===== config.mk =====
export PLATFORM = sky130hd
export DESIGN_NAME = data_mem_unit
export DESIGN_NICKNAME = d
export VERILOG_FILES = /design/src/rtl/data_mem_unit.sv
export SDC_FILE = /design/constraint.sdc
export NUM_CORES = 2
export LEC_CHECK = 0
export CAP_MARGIN = 20
export CORE_AREA = 2 2 719 435
export CTS_BUF_LIST = sky130_fd_sc_hd__clkbuf_8
export CTS_CLUSTER_DIAMETER = 60
export CTS_CLUSTER_SIZE = 14
export DETAILED_ROUTE_END_ITERATION = 8
export DIE_AREA = 0 0 721 437
export HOLD_SLACK_MARGIN = 0.12
export MAX_ROUTING_LAYER = met4
export PLACE_DENSITY = 0.67
export SETUP_SLACK_MARGIN = 0.02
export SLEW_MARGIN = 20
export SYNTH_ARGS = -nofsm -noshare
export SYNTH_HDL_FRONTEND = slang
export SYNTH_SLANG_ARGS = --single-unit
export TNS_END_PERCENT = 50

===== constraint.sdc =====
create_clock -name clock -period 7.25 [get_ports clock]
set_input_delay 1.45 -clock clock [delete_from_list [all_inputs] [get_ports clock]]
set_output_delay 1.45 -clock clock [all_outputs]
set_load 0.02 [all_outputs]

===== src/rtl/data_mem_unit.sv =====
// Byte/half/word data memory with load extension, misalignment rejection and a
// post-reset clear sweep that zeroes every word before accepting requests.
module data_mem_unit #(
  parameter int ADDR_BITS = 7,
  parameter int ERR_BITS  = 8
) (
  input  logic                clock,
  input  logic                reset,
  input  logic                req,
  input  logic                we,
  input  logic [1:0]          size,
  input  logic                unsigned_ld,
  input  logic [31:0]         address,
  input  logic [31:0]         wdata,
  output logic                ready,
  output logic                busy,
  output logic                rvalid,
  output logic [31:0]         rdata,
  output logic                misalign,
  output logic [ERR_BITS-1:0] err_count
);

  localparam int DEPTH = 1 << ADDR_BITS;

  typedef enum logic {S_CLEAR, S_IDLE} state_t;

  state_t                r_state, w_state_next;
  logic [ADDR_BITS-1:0]  r_clr_idx;
  logic [31:0]           r_mem [DEPTH];
  logic                  r_rvalid, r_misalign;
  logic [31:0]           r_rdata;
  logic [ERR_BITS-1:0]   r_err_count;

  logic [ADDR_BITS-1:0]  w_idx;
  logic                  w_legal, w_accept, w_store, w_load, w_reject;
  logic [3:0]            w_be;
  logic [31:0]           w_wlanes, w_rd_word, w_load_data;
  logic [7:0]            w_byte;
  logic [15:0]           w_half;
  logic                  w_unused_addr;

  // Address bits above the word index wrap around and are intentionally ignored.
  assign w_idx         = address[ADDR_BITS+1:2];
  assign w_unused_addr = ^address[31:ADDR_BITS+2];

  always_comb begin
    w_state_next = r_state;
    ready        = 1'b0;
    busy         = 1'b0;
    case (r_state)
      S_CLEAR: begin
        busy = 1'b1;
        if (r_clr_idx == {ADDR_BITS{1'b1}}) w_state_next = S_IDLE;
      end
      default: ready = 1'b1;
    endcase
  end

  always_comb begin
    case (size)
      2'b00:   w_legal = 1'b1;
      2'b01:   w_legal = ~address[0];
      2'b10:   w_legal = (address[1:0] == 2'b00);
      default: w_legal = 1'b0;
    endcase
  end

  assign w_accept = req && ready;
  assign w_store  = w_accept && we && w_legal;
  assign w_load   = w_accept && !we && w_legal;
  assign w_reject = w_accept && !w_legal;

  // Store data is replicated across lanes so the byte enables alone pick the target.
  always_comb begin
    w_be     = 4'b0000;
    w_wlanes = wdata;
    case (size)
      2'b00: begin
        w_be[address[1:0]] = 1'b1;
        w_wlanes           = {4{wdata[7:0]}};
      end
      2'b01: begin
        w_be     = address[1] ? 4'b1100 : 4'b0011;
        w_wlanes = {2{wdata[15:0]}};
      end
      default: w_be = 4'b1111;
    endcase
  end

  assign w_rd_word = r_mem[w_idx];
  assign w_half    = address[1] ? w_rd_word[31:16] : w_rd_word[15:0];

  always_comb begin
    case (address[1:0])
      2'b00:   w_byte = w_rd_word[7:0];
      2'b01:   w_byte = w_rd_word[15:8];
      2'b10:   w_byte = w_rd_word[23:16];
      default: w_byte = w_rd_word[31:24];
    endcase
  end

  always_comb begin
    case (size)
      2'b00:   w_load_data = unsigned_ld ? {24'd0, w_byte} : {{24{w_byte[7]}}, w_byte};
      2'b01:   w_load_data = unsigned_ld ? {16'd0, w_half} : {{16{w_half[15]}}, w_half};
      default: w_load_data = w_rd_word;
    endcase
  end

  // Contents survive reset; the clear sweep runs only once reset is released.
  always_ff @(posedge clock) begin
    if (reset) begin
      if (r_state == S_CLEAR) begin
        r_mem[r_clr_idx] <= 32'd0;
      end else if (w_store) begin
        for (int i = 0; i < 4; i++) begin
          if (w_be[i]) r_mem[w_idx][i*8 +: 8] <= w_wlanes[i*8 +: 8];
        end
      end
    end
  end

  always_ff @(posedge clock) begin
    if (!reset) begin
      r_state   <= S_CLEAR;
      r_clr_idx <= '0;
    end else begin
      r_state <= w_state_next;
      if (r_state == S_CLEAR) r_clr_idx <= r_clr_idx + 1'b1;
    end
  end

  always_ff @(posedge clock) begin
    if (!reset) begin
      r_rvalid    <= 1'b0;
      r_misalign  <= 1'b0;
      r_rdata     <= 32'd0;
      r_err_count <= '0;
    end else begin
      r_rvalid   <= w_load;
      r_misalign <= w_reject;
      if (w_load) r_rdata <= w_load_data;
      if (w_reject && !(&r_err_count)) r_err_count <= r_err_count + 1'b1;
    end
  end

  assign rvalid    = r_rvalid;
  assign rdata     = r_rdata;
  assign misalign  = r_misalign;
  assign err_count = r_err_count;

endmodule


==> results.ini <==
[timing]
period_share_pct = 81.5
max_freq_ghz = 0.169
slew_violations = 0
timing.hold.ws_ns = 0.546
hold_violations = 0
layout_min_cycle_time_ns = 5.91
worst_slew_pin_slew_ns = 1.32
relSlewSlack_pct = 11.3
setup_violations = 0
fin_worst_skew_ns = 0.0654
rsz0062_at_grt = no

[clock_tree]
cts_tree = yes
cts_num_sinks = 4146
cts_setup_buffers = 0
ctsHoldBuffers = 0
clock_latency_ns = 1.07
cts_root_buffer = clkbuf_8
cts.path.max_buffers = 4
clkSlewWorstSetupHoldPaths_ns = 0.09
ctsHtreeMaxLevel = 5
cts_buffers = 338
post_cts_resize_count = 0

[worst_setup_path]
end_kind = flip-flop
cp-startpoint = address[1]
r2r_end = r_mem[122][6]
cp_slowest_cell = o21ai_0
r2r_cells = 8
endpoint = r_mem[122][6]
r2r_slack_ns = 1.83
crit_required_ns = 7.93
critPathMaxStageDelay_ns = 1.06
path_class = primary input to flip-flop
critPathArrivalTime_ns = 6.59
r2r-start = r_state
critPathMaxFanout = 24
crit_path_start_kind = primary input
crit_top_cell = buf_4
crit_chain = clkdlybuf4s50_1 > o21a_1 > o22ai_1 > buf_4 > and3_1 > buf_4 > o21ai_0 > and2_1 > nand2_1 > nor2_1

[yosys]
ys_top_cells_by_count = edfxtp_1, mux4_2, nor2_1, mux2i_1, a22oi_1
synth_top_family_by_area = multiplexers
synthTopCellsByArea = edfxtp_1, mux4_2, mux2i_1, nor2_1, a22oi_1
synth.net_count = 8045
netlist.area_leader.share_pct = 75.5
synth_compound_area_share_pct = 3.23
synth-seq-area-share_pct = 76.1
syn_area_mm2 = 0.163
yosys_warnings = 0
synth_xor_area_share_pct = 0.0538
synth-edff-count = 4096
muxShareOfSynthArea_pct = 15.4
async_reset_ff_share_pct = 0
ys_types = 84
yosys.area.top_type = edfxtp_1
ys_ff_latch = 4146
syn_inst = 7972
ys.flop_type = edfxtp_1
syn_area_per_cell_um2 = 20.4
synth_fa_ha_area_share_pct = 0.0154
synth-simple-area-share_pct = 3.18
synth.most_common_cell = edfxtp_1

[placement]
dp_hpwl_mm = 326
numPortBuffers = 91
gp_congestion = 0.998

[global_routing]
grt_pass1_vias = 80400
use_met1_pct = 46.2
grt.overflow.total = 0
grt_pass1_wl_mm = 663
grt_max_degree = 129
use_met3_pct = 14.7
track_usage_pct = 31.7
met2_usage_pct = 39.4
busiest_layer = met1
antenna_found_initial = 44

[power_and_ir_drop]
power_density_mw_per_mm2 = 226
p_sw_mw = 8.71
totalPowerFinal_mw = 39.5
share_clk_of_total_power_pct = 30.1
p_comb_share_pct = 4.2
p_sw_share_pct = 22.1
p_seq_share_pct = 65.7
p_leak_nw = 63.8
p_int_mw = 30.8
vdd_drop_max_mv = 0.215

[route]
wl_mm = 491
first_pass_iters = 8
ant_nets = 0
drt-wirelength-per-cell_um = 39.4
first_iter_violations = 15900
vias = 86200
routed_via_density = 6.92
route.detailed.drc = 0

[layout]
fin_nets = 8303
drive_above_1_share_pct = 20.7
nFillCells = 22600
area_growth_pct = 7.07

[die]
die-area_mm2 = 0.315
start_util_pct = 52.9
die_h_um = 437
ioPinCount = 115
core_mm2 = 0.308
fp-row-count = 158
die_w_um = 721

[outcome]
status = finished clean

[job]
drv_cap = 0

[hold_path]
min_path_type = flip-flop to flip-flop

==> sequential cells by signal (all words and copies together), names as in the netlist <==
signal and flops:
err_count 8, r_state 1, rdata 32, r_clr_idx 7
rvalid 1, misalign 1, r_mem 4096
==> stage by stage <==
step,cells,utilization [%],setup TNS (ns),setup slack (ns),instance area [um^2]
after CTS,12400,56.5,0,1.79,174000
after detailed placement,12000,54.9,0,0.667,169000
after global placement,12000,54.9,0,0.767,169000
after global routing,12400,56.6,0,1.46,174000
after floorplan,7972,-,-25.11,-0.0490,163000
final,12400,56.6,0,1.34,174000
==> cell type report <==
cell class / count / area (um^2) / area share, %
flip-flops and latches: 4146 / 124000 / 71.1
multi-input cells: 3306 / 36000 / 20.7
well taps: 4080 / 5100 / 2.93
clock buffers: 343 / 4720 / 2.71
repair buffers: 419 / 3980 / 2.28
clock inverters: 72 / 352 / 0.202
diodes: 61 / 153 / 0.0875
inverters: 19 / 71.3 / 0.0409
==> how the worst min path moves through the flow <==
stage / cells past startpoint / startpoint / slack [ns] / end
5_1_grt: 2 / err_count[7] / 0.56 / err_count[7]
4_1_cts: 2 / err_count[7] / 0.54 / err_count[7]
6_report: 2 / err_count[7] / 0.55 / err_count[7]
3_5_place_dp: 2 / err_count[7] / 0.53 / err_count[7]
3_3_place_gp: 2 / err_count[7] / 0.50 / err_count[7]
2_1_floorplan: 2 / r_clr_idx[3] / 0.51 / r_clr_idx[3]
==> logic make-up after synthesis <==
logic type,after synthesis
and+or+nand+nor,1192
buffers and inverters,520
xor gates and xnor gates,10
muxes,1323
adders and majority gates,2
AOI/OAI and AO/OA,779
DFF,4146
==> layer usage <==
layer  vias up  wire (um)
met5         -          0
met4         0      16800
met3       796      83500
met2      6516     196000
met1     45700     194000
li1      33100          -
==> power by group through the flow <==
stage | Clock [mW] | Combinational [mW] | Sequential, mW
6_report | 11.9 | 1.67 | 25.9
5_1_grt | 12.7 | 1.69 | 25.9
4_1_cts | 11.9 | 1.61 | 25.9
3_5_place_dp | 0 | 1.61 | 26.5
3_3_place_gp | 0 | 1.60 | 26.5
2_1_floorplan | 0 | 1.01 | 26.5
==> layout by cell type, fill, tap and decap left out, drive strengths merged, types with 26 or more instances in the layout <==
master | synthesis | final
nor2 | 628 | 628
inv | 18 | 79
a21oi | 175 | 175
nor2b | 26 | 26
nand3 | 109 | 109
mux4 | 929 | 929
nor3 | 34 | 34
o22ai | 68 | 68
buf | 317 | 337
clkbuf | 183 | 343
diode | 0 | 61
clkdlybuf4s50 | 0 | 82
nand2 | 252 | 252
nand2b | 27 | 27
o21ai | 94 | 94
dfxtp | 50 | 50
a22oi | 256 | 256
edfxtp | 4096 | 4096
a211oi | 69 | 69
mux2i | 379 | 379
and2 | 50 | 50
==> worst max-delay path: cells and delay by family <==
kind | cells | cell delay, ns
and+or+nand+nor | 4 | 2.51
AOI/OAI and AO/OA | 3 | 1.33
buffers and inverters | 3 | 1.27
(Power assumes the default switching activity.)
